===== src/rtl/traffic_lanes.sv =====
// Lane-based car generator for the crossing game. It moves one car per lane on a level-scaled
// global tick, reports player collisions and answers cell-occupancy queries from the renderer.
module traffic_lanes #(
    parameter int NUM_LANES   = 11,
    parameter int GRID_W      = 20,
    parameter int X_W         = 5,
    parameter int Y_W         = 4,
    parameter int CNT_W       = 25,
    parameter int BASE_PERIOD = 25_000_000,
    parameter int PERIOD_STEP = 200_000,
    parameter int MIN_PERIOD  = 2_000_000,
    parameter logic [NUM_LANES*Y_W-1:0] LANE_ROW   = 44'hBA987654321,
    parameter logic [NUM_LANES-1:0]     LANE_DIR   = 11'b10101010101,
    parameter logic [NUM_LANES*X_W-1:0] LANE_START = '0,
    parameter logic [NUM_LANES*2-1:0]   LANE_DIV   = '0
) (
    input  logic                     i_Clk,
    input  logic                     i_reset,
    input  logic                     i_restart,
    input  logic                     i_freeze,
    input  logic [6:0]               i_level,
    input  logic [X_W-1:0]           i_player_x,
    input  logic [Y_W-1:0]           i_player_y,
    input  logic [X_W-1:0]           i_query_x,
    input  logic [Y_W-1:0]           i_query_y,
    output logic                     o_query_hit,
    output logic [NUM_LANES*X_W-1:0] o_car_x,
    output logic                     o_collision,
    output logic [3:0]               o_hit_lane,
    output logic                     o_tick
);

    localparam int PW = CNT_W + 7;

    logic [PW-1:0]    prod;
    logic [PW-1:0]    diff;
    logic [CNT_W-1:0] period_d, period_q;
    logic [CNT_W-1:0] act_period_d, act_period_q;
    logic [CNT_W-1:0] div_cnt_d, div_cnt_q;
    logic             wrap;
    logic             tick;

    logic [NUM_LANES-1:0] ovl_hit;
    logic [NUM_LANES-1:0] qry_hit;
    logic                 overlap;
    logic                 overlap_d_d, overlap_d_q;
    logic                 collision_d, collision_q;
    logic [3:0]           hit_lane_d, hit_lane_q;
    logic [3:0]           lowest;
    logic                 tick_q;

    // Level-scaled period, saturating at the floor when the subtraction would underflow.
    always_comb begin
        prod     = PW'(i_level) * PW'(PERIOD_STEP);
        diff     = PW'(BASE_PERIOD) - prod;
        period_d = CNT_W'(MIN_PERIOD);
        if (prod < PW'(BASE_PERIOD) && diff > PW'(MIN_PERIOD))
            period_d = diff[CNT_W-1:0];
    end

    // The running count uses act_period, which only picks up a new period at a wrap.
    always_comb begin
        wrap         = (div_cnt_q == act_period_q - CNT_W'(1));
        tick         = wrap && !i_restart && !i_freeze;
        div_cnt_d    = div_cnt_q;
        act_period_d = act_period_q;
        if (i_restart) begin
            div_cnt_d    = '0;
            act_period_d = period_q;
        end else if (!i_freeze) begin
            if (wrap) begin
                div_cnt_d    = '0;
                act_period_d = period_q;
            end else begin
                div_cnt_d = div_cnt_q + CNT_W'(1);
            end
        end
    end

    always_ff @(posedge i_Clk or posedge i_reset) begin
        if (i_reset) begin
            period_q     <= CNT_W'(BASE_PERIOD);
            act_period_q <= CNT_W'(BASE_PERIOD);
            div_cnt_q    <= '0;
        end else begin
            period_q     <= period_d;
            act_period_q <= act_period_d;
            div_cnt_q    <= div_cnt_d;
        end
    end

    genvar gi;
    generate
        for (gi = 0; gi < NUM_LANES; gi++) begin : g_lane
            logic [X_W-1:0] x_d, x_q;
            logic [X_W-1:0] x_step;
            logic [1:0]     sub_d, sub_q;

            always_comb begin
                if (LANE_DIR[gi])
                    x_step = (x_q == '0) ? X_W'(GRID_W - 1) : x_q - X_W'(1);
                else
                    x_step = (x_q == X_W'(GRID_W - 1)) ? '0 : x_q + X_W'(1);

                x_d   = x_q;
                sub_d = sub_q;
                if (i_restart) begin
                    x_d   = LANE_START[gi*X_W +: X_W];
                    sub_d = '0;
                end else if (tick) begin
                    if (sub_q == LANE_DIV[gi*2 +: 2]) begin
                        sub_d = '0;
                        x_d   = x_step;
                    end else begin
                        sub_d = sub_q + 2'd1;
                    end
                end
            end

            always_ff @(posedge i_Clk or posedge i_reset) begin
                if (i_reset) begin
                    x_q   <= LANE_START[gi*X_W +: X_W];
                    sub_q <= '0;
                end else begin
                    x_q   <= x_d;
                    sub_q <= sub_d;
                end
            end

            assign o_car_x[gi*X_W +: X_W] = x_q;
            assign ovl_hit[gi] = (x_q == i_player_x) && (LANE_ROW[gi*Y_W +: Y_W] == i_player_y);
            assign qry_hit[gi] = (x_q == i_query_x)  && (LANE_ROW[gi*Y_W +: Y_W] == i_query_y);
        end
    endgenerate

    assign overlap     = |ovl_hit;
    assign o_query_hit = |qry_hit;

    always_comb begin
        lowest = '0;
        for (int i = NUM_LANES - 1; i >= 0; i--)
            if (ovl_hit[i]) lowest = 4'(i);
    end

    // Edge-detect the overlap so a player parked on a car produces a single pulse.
    always_comb begin
        overlap_d_d = overlap_d_q;
        collision_d = 1'b0;
        hit_lane_d  = hit_lane_q;
        if (i_restart) begin
            overlap_d_d = 1'b0;
        end else if (!i_freeze) begin
            overlap_d_d = overlap;
            if (overlap && !overlap_d_q) begin
                collision_d = 1'b1;
                hit_lane_d  = lowest;
            end
        end
    end

    always_ff @(posedge i_Clk or posedge i_reset) begin
        if (i_reset) begin
            overlap_d_q <= 1'b0;
            collision_q <= 1'b0;
            hit_lane_q  <= '0;
            tick_q      <= 1'b0;
        end else begin
            overlap_d_q <= overlap_d_d;
            collision_q <= collision_d;
            hit_lane_q  <= hit_lane_d;
            tick_q      <= tick;
        end
    end

    assign o_collision = collision_q;
    assign o_hit_lane  = hit_lane_q;
    assign o_tick      = tick_q;

endmodule


===== config.mk =====
export PLATFORM = sky130hd
export DESIGN_NAME = traffic_lanes
export DESIGN_NICKNAME = d
export VERILOG_FILES = /design/src/rtl/traffic_lanes.sv
export SDC_FILE = /design/constraint.sdc
export NUM_CORES = 1
export LEC_CHECK = 0
export ABC_AREA = 1
export CAP_MARGIN = 20
export CORE_ASPECT_RATIO = 1.25
export CORE_MARGIN = 2
export CORE_UTILIZATION = 40
export DETAILED_ROUTE_END_ITERATION = 8
export SETUP_SLACK_MARGIN = 0.5
export SYNTH_ARGS = -nofsm -noshare
export SYNTH_HDL_FRONTEND = slang
export SYNTH_SLANG_ARGS = --single-unit

===== constraint.sdc =====
create_clock -name i_Clk -period 5.1 [get_ports i_Clk]
set_input_delay 0.765 -clock i_Clk [delete_from_list [all_inputs] [get_ports i_Clk]]
set_output_delay 0.765 -clock i_Clk [all_outputs]
set_load 0.005 [all_outputs]

==> qor.txt, run 1 <==
Status = completed
Initial antenna violation count = 0
Ant diodes = 0
Clock sink count = 147
GRT overflow = 0
I/O Buffers = 90
Final GP Congestion = 0.9365
Worst ir drop on vdd = 229.8 µV
Total track usage = 20.45%
DRT Pass-1 Iters = 6
Die Ht = 195.8 µm
Worst Path Arrival = 3620 ps
Rows = 70
Unrepaired setup endpoints after global routing = no
Syn avg cell area = 7.372 µm²
CP max stage cell = clkdlybuf4s50_1
Worst Skew = 9.459 ps
Asr flop ratio synth = 100.0%
Most frequent CP cell = clkdlybuf4s50_1
Clk buf depth = 2
Nets = 1,796
Largest net degree at the start of global routing = 127
Synth area leaders = dfrtp_1 (26%), nand2_1 (11%), ha_1 (9.5%)
Most frequent cell after synthesis = nand2_1
Post-DR wirelength/cell = 14.64 µm
Crit end category = output pin
Reg2reg start = act_period_q[6]
Vias in the first global route = 10,270
Clk slew on worst S/H paths = 60 ps
Crit. Startpoint = i_query_x[0]
Drt total wl = 30,470 µm
# fillers = 2,916
Yosys top cell area share = 26.15%
Headroom to the max-slew limit = 46.94%
Register area share after synthesis = 31.50%
Primary FF master, synth = dfrtp_1
Gate Count Post-Synth = 1,597
Max Cap Violations = 0
H-tree levels = 4
Mapped cell area = 11,770 µm²
Count of cell types in the netlist = 56
Later-pin clock latency in the skew report = 430 ps
Die span in x = 157.4 µm
Leakage dissipation = 6.735 nW
Fmax = 227.9 MHz
Area growth syn-to-layout = 18.03%
First-pass GRT wire length = 50,760 µm
Final Hold Fails = 0
# DRC = 0
Measured slew at the worst slew-check pin = 793.4 ps
Hold Crit Start = period_q[17]
Cts hold-fix bufs = 0
Pins Over Slew Limit = 0
Required time at the worst-slack endpoint = 4340 ps
Initial DRC count = 574
Synth cell count leaders = nand2_1 (351), inv_1 (189), nand3_1 (188)
Min Tclk post-route = 4389 ps
Antenna Nets Post-Route = 0
I/O pins = 91
Die footprint = 30,830 µm²
Via/cell ratio = 5.120
Post-CTS setup buffers = 0
Final HPWL DP = 23,330 µm
Min-Delay Path Class = register to register
Setup TNS = 0 ps
Via Count = 10,650
TritonCTS Buffers = 17
Post-Syn Nets = 1,721
Crit start category = input pin
Final period utilization = 86.06%
Starting Density = 40.49%
Pwr per Cell Area = 310.6 nW/µm²
Yosys warns = 0
Core area = 29,080 µm²
Synthesis-stage register bit count = 147
Post-synth EDFFs = 0
Worst-path cell chain = clkdlybuf4s50_1 -> inv_1 -> a221oi_1 -> o2111ai_1 -> o21ai_0 -> a31oi_1 -> o211ai_1 -> clkdlybuf4s50_1
CP delay by family, top = buffers and inverters
Share of layout cells above drive strength 1 = 10.62%
Power, Total = 4.315 mW
WP buf/inv = 3
TritonCTS clock tree = yes
CTS Root Cell = clkbuf_16
Kind of critical path = input pin to output pin
Critical Path Max Stage Delay = 830 ps
Final setup vio count = 0
Yosys top cell by area = dfrtp_1
CP max FO = 11
placed cells by master, fill, tap and decap left out, drive strengths merged, types with 10 or more instances in the layout:
cell type | Yosys | final
a21oi | 28 | 28
buf | 28 | 23
nand3 | 202 | 202
nand4 | 27 | 27
or2 | 10 | 10
o22ai | 16 | 16
nand2 | 380 | 380
xor2 | 77 | 77
dfrtp | 123 | 123
inv | 198 | 200
o21ai | 59 | 59
clkdlybuf4s50 | 0 | 85
clkbuf | 29 | 19
ha | 89 | 89
nand3b | 16 | 16
xnor2 | 37 | 37
nor3 | 28 | 28
dfstp | 24 | 24
nor2 | 172 | 172
worst reg2reg max path: stages, from the launching register on:
cell and delay, ps:
dfstp_2 530, inv_1 80, ha_1 250, inv_1 90
nor2_2 60, nand2_1 100, nor2_2 60, or2_1 250
nand2_1 60, o21ai_0 70, nor2_1 100, nand3_1 120
nor2_4 150, buf_4 310, nand2_1 90, inv_1 530
nand2_1 110, o21ai_0 120
registers in the layout (all words and copies together), names as in the netlist:
name	flops
act_period_q	19
overlap_d_q	1
o_collision	1
o_hit_lane	4
g_lane.x_q	55
div_cnt_q	25
o_tick	1
period_q	19
g_lane.sub_q	22
power by group:
| group | switching, mW | internal (mW) | total [mW] |
|---|---|---|---|
| Clock | 0.532 | 0.828 | 1.36 |
| Combinational | 0.948 | 0.591 | 1.54 |
| Sequential | 0.0713 | 1.35 | 1.42 |
| Total | 1.55 | 2.76 | 4.32 |
through the flow:
| step | area (µm²) | hold WS (ps) | util [%] | cells | worst slack [ps] |
|---|---|---|---|---|---|
| after global placement | 13130 | 423.9 | 45.15 | 2049 | 115.9 |
| after floorplan | 11780 | 418.3 | - | 1597 | 826.6 |
| after CTS | 13760 | 445.2 | 47.34 | 2081 | 500.5 |
| after detailed placement | 13130 | 432.4 | 45.15 | 2049 | 15.53 |
| after global routing | 13890 | 464.3 | 47.78 | 2081 | 491.8 |
| final | 13890 | 441.0 | 47.78 | 2081 | 711.2 |
kinds of logic (layout without fill, tap and decap cells):
group,after synthesis,count (layout),share of synthesized area (%)
XOR/XNOR,115,115,8.896
adder cells (fa/ha/maj),95,95,10.48
buffers and inverters,256,344,8.513
flip-flops,147,147,31.50
AND/OR/NAND/NOR,851,851,33.98
AO/OA/AOI/OAI,133,133,6.632
routing by layer:
metal  GRT usage, %  wire [µm]  up-vias
met5              0          0        -
met2          35.52      14930      270
met1          25.11      13060     4985
li1               -          -     5326
met4          9.125       1207        0
met3          2.695       1277       73
repair_timing:
item / CTS / global route
pin swaps: 0 / 3
setup endpoints to repair: 2 / 18
cloned: 0 / 0
gates resized for setup: 1 / 25
layout make-up:
class / count / area [µm²] / share of cell area (%)
Tap cell: 396 / 495.5 / 3.566
Clock buffer: 19 / 432.9 / 3.116
Clock inverter: 13 / 201.4 / 1.450
Multi-Input combinational cell: 1194 / 7182 / 51.69
Inverter: 199 / 750.7 / 5.403
Timing Repair Buffer: 113 / 1124 / 8.086
Sequential cell: 147 / 3709 / 26.69
path summary, 6_finish.rpt:
path,cells past startpoint,to,slack [ps]
hold reg to reg,2,act_period_q[17],440
max in group asynchronous,3,o_hit_lane[2],3350
hold / removal,2,act_period_q[17],440
setup reg to reg,17,g_lane[5].sub_q[0],1920
min in group asynchronous,2,o_tick,720
setup / recovery,8,o_query_hit,710
No activity file was read; power rests on OpenSTA's default activity.
==> inputs of run 2 (changes only) <==
- CORE_UTILIZATION: 40 -> 45
==> run 2 against run 1 <==
Compared with the run above: global-route usage increased by 2.3 points; count of clock-buffer cells in the layout down 1; die area fell by 11%; cell count decreased by 2.7%; clock skew is 2.4 ps higher; utilization grew 5.6 points; power down 1.6%; combinational power fell by 3%; fmax rose by 0.47%; critical path type is now input pin to register.
==> qor.txt, run 2 (synthesized netlist as in run 1, its figures left out) <==
Total track usage = 22.73% (+2.3 points)
Clk buf depth = 2 (unchanged)
Clk slew on worst S/H paths = 70 ps (about the same)
Pwr per Cell Area = 307.9 nW/µm² (-0.86%)
Fmax = 228.9 MHz (+0.47%)
Worst-path cell chain = clkdlybuf4s50_1 -> inv_1 -> ha_1 -> inv_1 -> ha_1 -> ha_1 -> fa_1 -> ha_4 -> nand2_2 -> nor2_1 -> nand3_1 -> nand3_2 -> nand2_2 -> nand2_2 -> nand2_2 -> nor2_4 -> nand2_1 -> nand2_1 -> o211ai_1 -> nor2_1 -> nand4_4 -> buf_4 -> nand3b_1
Area after DPL = 13,040 µm² (-0.69%)
Rows = 66 (-5.7%)
Cts hold-fix bufs = 0 (unchanged)
DRT Pass-1 Iters = 6 (unchanged)
Headroom to the max-slew limit = 45.20% (-1.7 points)
Commonest non-fill, non-tap cells in the layout = nand2_1 (350), nand3_1 (188), inv_1 (187), nor2_1 (151), dfrtp_1 (123)
Post-DR wirelength/cell = 14.88 µm (+1.6%)
Final HPWL DP = 22,970 µm (-1.6%)
TritonCTS Buffers = 17 (unchanged)
Pins Over Slew Limit = 0 (unchanged)
Later-pin clock latency in the skew report = 440 ps (about the same)
Die span in x = 148.7 µm (-5.6%)
GRT overflow = 0 (unchanged)
Setup TNS = 0 ps (unchanged)
Crit start category = input pin
Final setup vio count = 0 (unchanged)
Nets = 1,796 (unchanged)
Most frequent CP cell = nand2_2
CP max FO = 7 (-4)
# fillers = 2,540 (-13%)
Worst Skew = 11.88 ps (+2.416 ps)
Via/cell ratio = 5.217 (+1.9%)
Unrepaired setup endpoints after global routing = no
Crit end category = register
Critical Path Max Stage Delay = 520 ps (-310 ps)
# DRC = 0 (unchanged)
Biggest regs = g_lane.x_q: 55 flops, div_cnt_q: 25 flops, g_lane.sub_q: 22 flops
Min Tclk post-route = 4368 ps (-20.71 ps)
Final GP Congestion = 0.9385 (+0.21%)
CTS Root Cell = clkbuf_16
Initial DRC count = 518 (-9.8%)
I/O Buffers = 90 (unchanged)
Top reg by flops = g_lane.x_q
TritonCTS clock tree = yes
Max reg flops = 55 (unchanged)
H-tree levels = 4 (unchanged)
Drt total wl = 30,140 µm (-1.1%)
CP max stage cell = fa_1
Starting Density = 45.55% (+5.1 points)
Min-Delay Path Class = register to register
Worst ir drop on vdd = 229.3 µV (-0.24%)
Status = completed
Max Cap Violations = 0 (unchanged)
Design Area, Final = 13,790 µm² (-0.76%)
Measured slew at the worst slew-check pin = 822.1 ps (+28.65 ps)
Vias in the first global route = 10,430 (+1.5%)
Antenna Nets Post-Route = 0 (unchanged)
Kind of critical path = input pin to register
Die Ht = 184.8 µm (-5.6%)
Power, Total = 4.246 mW (-1.6%)
Final Hold Fails = 0 (unchanged)
First-pass GRT wire length = 50,100 µm (-1.3%)
Leakage dissipation = 6.749 nW (+0.20%)
Initial antenna violation count = 0 (unchanged)
I/O pins = 91 (unchanged)
Core area = 25,850 µm² (-11%)
Commonest non-fill, non-tap cell in the layout = nand2_1
Via Count = 10,570 (-0.84%)
Required time at the worst-slack endpoint = 5470 ps (+1130 ps)
Final period utilization = 85.65% (-0.41 points)
Die footprint = 27,480 µm² (-11%)
Largest net degree at the start of global routing = 146 (+15%)
Area growth syn-to-layout = 17.13%
Share of layout cells above drive strength 1 = 10.68% (+0.059 points)
Clock sink count = 147 (unchanged)
Ant diodes = 0 (unchanged)
Worst Path Arrival = 4730 ps (+1110 ps)
==> run 2: metal layers <==
layer  vias up  share of wire (%)  global-route usage [%]
met4         0                4.7                   11.58
met3        75                3.3                   3.128
li1       5338                  -                       -
met2       229                 50                   41.33
met1      4923                 42                   25.94
met5         -                  0                       0
==> run 2: area by class of cell <==
| type | count | area, µm² | share of cell area, % |
|---|---|---|---|
| clock buffers | 18 | 439.2 | 3.185 |
| clock inverters | 14 | 182.7 | 1.325 |
| inverters | 199 | 750.7 | 5.444 |
| multi-input cells | 1195 | 7179 | 52.06 |
| flip-flops and latches | 147 | 3709 | 26.89 |
| well taps | 340 | 425.4 | 3.085 |
| repair buffers | 112 | 1104 | 8.003 |
==> run 2: path summary, 6_finish.rpt <==
check,to,depth (start not counted),slack [ps],from
max,period_q[20],23,730,i_level[5]
max reg2reg,g_lane[9].x_q[3],18,1710,act_period_q[6]
min in group asynchronous,o_tick,2,560,i_reset
min reg2reg,act_period_q[23],2,440,period_q[23]
max in group asynchronous,g_lane[4].x_q[2],3,3560,i_reset
min,act_period_q[23],2,440,period_q[23]
==> run 2: power breakdown <==
part | internal [mW] | switching [mW] | leakage [nW]
Sequential | 1.35 | 0.0780 | 1.93
Combinational | 0.560 | 0.934 | 4.51
Clock | 0.760 | 0.568 | 0.307
Total | 2.67 | 1.58 | 6.75
==> run 2: per-stage QoR <==
stage | util, % | instances | hold WS [ps] | setup slack (ps)
after floorplan | - | 1597 | 418.3 | 826.6
after global placement | 50.44 | 1992 | 428.6 | 70.80
after detailed placement | 50.44 | 1992 | 432.5 | 36.97
after CTS | 52.87 | 2024 | 443.8 | 554.0
after global routing | 53.35 | 2025 | 462.6 | 496.1
final | 53.35 | 2025 | 436.6 | 731.9
==> run 2: worst max-delay path, delay by kind of cell <==
kind | cells | cell delay (ps)
compound gates | 1 | 90
fa+ha+maj | 5 | 1750
buf+inv | 4 | 780
simple gates | 13 | 1370
==> run 2: what timing repair did <==
action	in CTS	in global routing
gates cloned	0	1
setup buffers	0	0
gates resized for setup	1	24
endpoints found under the setup margin	4	18
pin swaps	0	3
==> inputs of run 3 (changes only) <==
- ABC_CLOCK_PERIOD_IN_PS: unset -> 5100
- CORE_ASPECT_RATIO: 1.25 -> unset
==> run 3 against run 2 <==
Compared with the run above: sequential power about the same; register-to-register slack got worse by 80 ps; routed wire length decreased by 1.4%; clock skew increased by 3.2 ps; via count increased by 0.40%; global-route usage decreased by 0.32 points; cell count decreased by 0.20%; first-iteration DRC count increased by 28%; die area about the same; utilization decreased by 0.30 points; non-clock buffer count increased by 2; highest routed layer unchanged.
==> qor.txt, run 3 (synthesized netlist as in run 1, its figures left out) <==
Crit end category = register
Setup WS post-layout = 814.9 ps (+83.01 ps)
Design Area, Final = 13,710 µm² (-0.61%)
Crit start category = input pin
CP max stage cell = fa_1
Initial DRC count = 665 (+28%)
CP max FO = 7 (unchanged)
Place WS = 40.83 ps (+3.856 ps)
TritonCTS Buffers = 17 (unchanged)
Nets = 1,797 (+0.056%)
Via Count = 10,610 (+0.40%)
WP buf/inv = 5 (+1)
Setup TNS = 0 ps (unchanged)
Max reg flops = 55 (unchanged)
Area of the multi-input gates = 7112 µm² (-0.94%)
Clock sink count = 147 (unchanged)
Worst Skew = 15.07 ps (+3.195 ps)
Vias in the first global route = 10,330 (-0.95%)
Top sig layer = met4
Pwr per Cell Area = 303.4 nW/µm² (-1.4%)
TritonCTS clock tree = yes
Pins Over Slew Limit = 0 (unchanged)
Worst Path Arrival = 4590 ps (-140 ps)
I/O pins = 91 (unchanged)
Final HPWL DP = 22,060 µm (-3.9%)
Final GP Congestion = 0.9417 (+0.34%)
Later-pin clock latency in the skew report = 430 ps (about the same)
Initial antenna violation count = 0 (unchanged)
Leakage dissipation = 6.718 nW (-0.45%)
Share of layout cells above drive strength 1 = 10.56% (-0.12 points)
Status = completed
CTS Root Cell = clkbuf_16
Antenna Nets Post-Route = 0 (unchanged)
First-pass GRT wire length = 51,060 µm (+1.9%)
Required time at the worst-slack endpoint = 5400 ps (-70 ps)
H-tree levels = 4 (unchanged)
# DRC = 0 (unchanged)
Register Area = 3709 µm² (unchanged)
Wire length on met2 = 14,120 µm (-7.0%)
Most frequent CP cell = nand2_1
Final hold slack = 440.2 ps (+3.608 ps)
Measured slew at the worst slew-check pin = 1057 ps (+234.7 ps)
Kind of critical path = input pin to register
Commonest non-fill, non-tap cell in the layout = nand2_1
Cts hold-fix bufs = 0 (unchanged)
Clk slew on worst S/H paths = 60 ps (about the same)
I/O Buffers = 90 (unchanged)
Clk buf depth = 2 (unchanged)
Via/cell ratio = 5.248 (+0.60%)
Headroom to the max-slew limit = 29.55% (-16 points)
Wire length on met1 = 13,730 µm (+9.5%)
Post-DR wirelength/cell = 14.70 µm (-1.2%)
# fillers = 2,523 (-0.67%)
FF-to-FF setup slack = 1630 ps (-80 ps)
Starting Density = 45.56% (about the same)
Top reg by flops = g_lane.x_q
Unrepaired setup endpoints after global routing = no
Fmax = 233.4 MHz (+1.9%)
Biggest regs = g_lane.x_q: 55 flops, div_cnt_q: 25 flops, g_lane.sub_q: 22 flops
Worst-path cell chain = clkdlybuf4s50_1 -> inv_1 -> ha_1 -> inv_1 -> ha_1 -> ha_1 -> fa_1 -> ha_4 -> nand2_2 -> nor2_2 -> nand3_2 -> nand3_2 -> nand2_1 -> nand2_1 -> nand2_1 -> nand2_1 -> nand2_1 -> inv_1 -> nand2_1 -> nand2_1 -> nand2_1 -> nand4_2 -> buf_4 -> nand3_1
Final setup vio count = 0 (unchanged)
Final period utilization = 84.02% (-1.6 points)
Total track usage = 22.41% (-0.32 points)
Power, Total = 4.159 mW (-2.0%)
Core area = 25,840 µm² (about the same)
DRT Pass-1 Iters = 5 (-1)
Final Hold Fails = 0 (unchanged)
Drt total wl = 29,710 µm (-1.4%)
Ant diodes = 0 (unchanged)
Die footprint = 27,470 µm² (about the same)
Commonest non-fill, non-tap cells in the layout = nand2_1 (349), inv_1 (187), nand3_1 (187), nor2_1 (151), dfrtp_1 (123)
Critical Path Max Stage Delay = 510 ps (about the same)
Max Cap Violations = 0 (unchanged)
CP delay by family, top = adder cells
Met3 WL = 1177 µm (+18%)
Worst ir drop on vdd = 224.4 µV (-2.1%)
Die Ht = 165.7 µm (-10%)
Area after DPL = 13,050 µm² (about the same)
Largest net degree at the start of global routing = 148 (+1.4%)
Rows = 59 (-11%)
Min Tclk post-route = 4285 ps (-83.01 ps)
Area growth syn-to-layout = 16.42%
Min-Delay Path Class = register to register
GRT overflow = 0 (unchanged)
Die span in x = 165.7 µm (+11%)
==> run 3: through the flow <==
stage	util [%]	std cells
6_report	53.05	2021
5_1_grt	53.05	2021
4_1_cts	52.82	2021
3_5_place_dp	50.49	1989
3_3_place_gp	50.49	1989
2_1_floorplan	-	1597
==> run 3: cell type report <==
cell class | count | area share (%)
clock buffer | 17 | 3.104
sequential | 147 | 27.06
tap | 335 | 3.058
multi-input combinational | 1194 | 51.89
inverter | 199 | 5.477
timing repair buffer | 114 | 8.161
clock inverter | 15 | 1.251
==> run 3: final timing paths <==
kind / startpoint / endpoint / depth (start not counted)
min reg2reg: period_q[23] / act_period_q[23] / 2
min in group asynchronous: i_reset / g_lane[6].x_q[1] / 3
max reg2reg: act_period_q[6] / act_period_q[6] / 18
max in group asynchronous: i_reset / g_lane[0].x_q[3] / 3
max: i_level[5] / period_q[15] / 24
min: period_q[23] / act_period_q[23] / 2
==> run 3: what timing repair did <==
item | in CTS | in global routing
gates resized for setup | 1 | 17
setup endpoints to repair | 3 | 18
buffers inserted | 0 | 0
==> run 3: where the power goes <==
part	total, mW	switching (mW)	leakage [nW]	internal (mW)
Sequential	1.42	0.0745	1.93	1.35
Combinational	1.45	0.911	4.50	0.538
Clock	1.29	0.555	0.280	0.734
Total	4.16	1.54	6.72	2.62
==> run 3: worst min-delay path, delay by kind of cell (launching register included) <==
family	cells	cell delay (ps)
DFF	1	320
and+or+nand+nor	2	100
==> run 3: layer usage <==
metal	vias up	GRT usage (%)
li1	5333	-
met1	5013	29.25
met2	219	38.01
met3	42	3.384
met4	0	7.713
met5	-	0
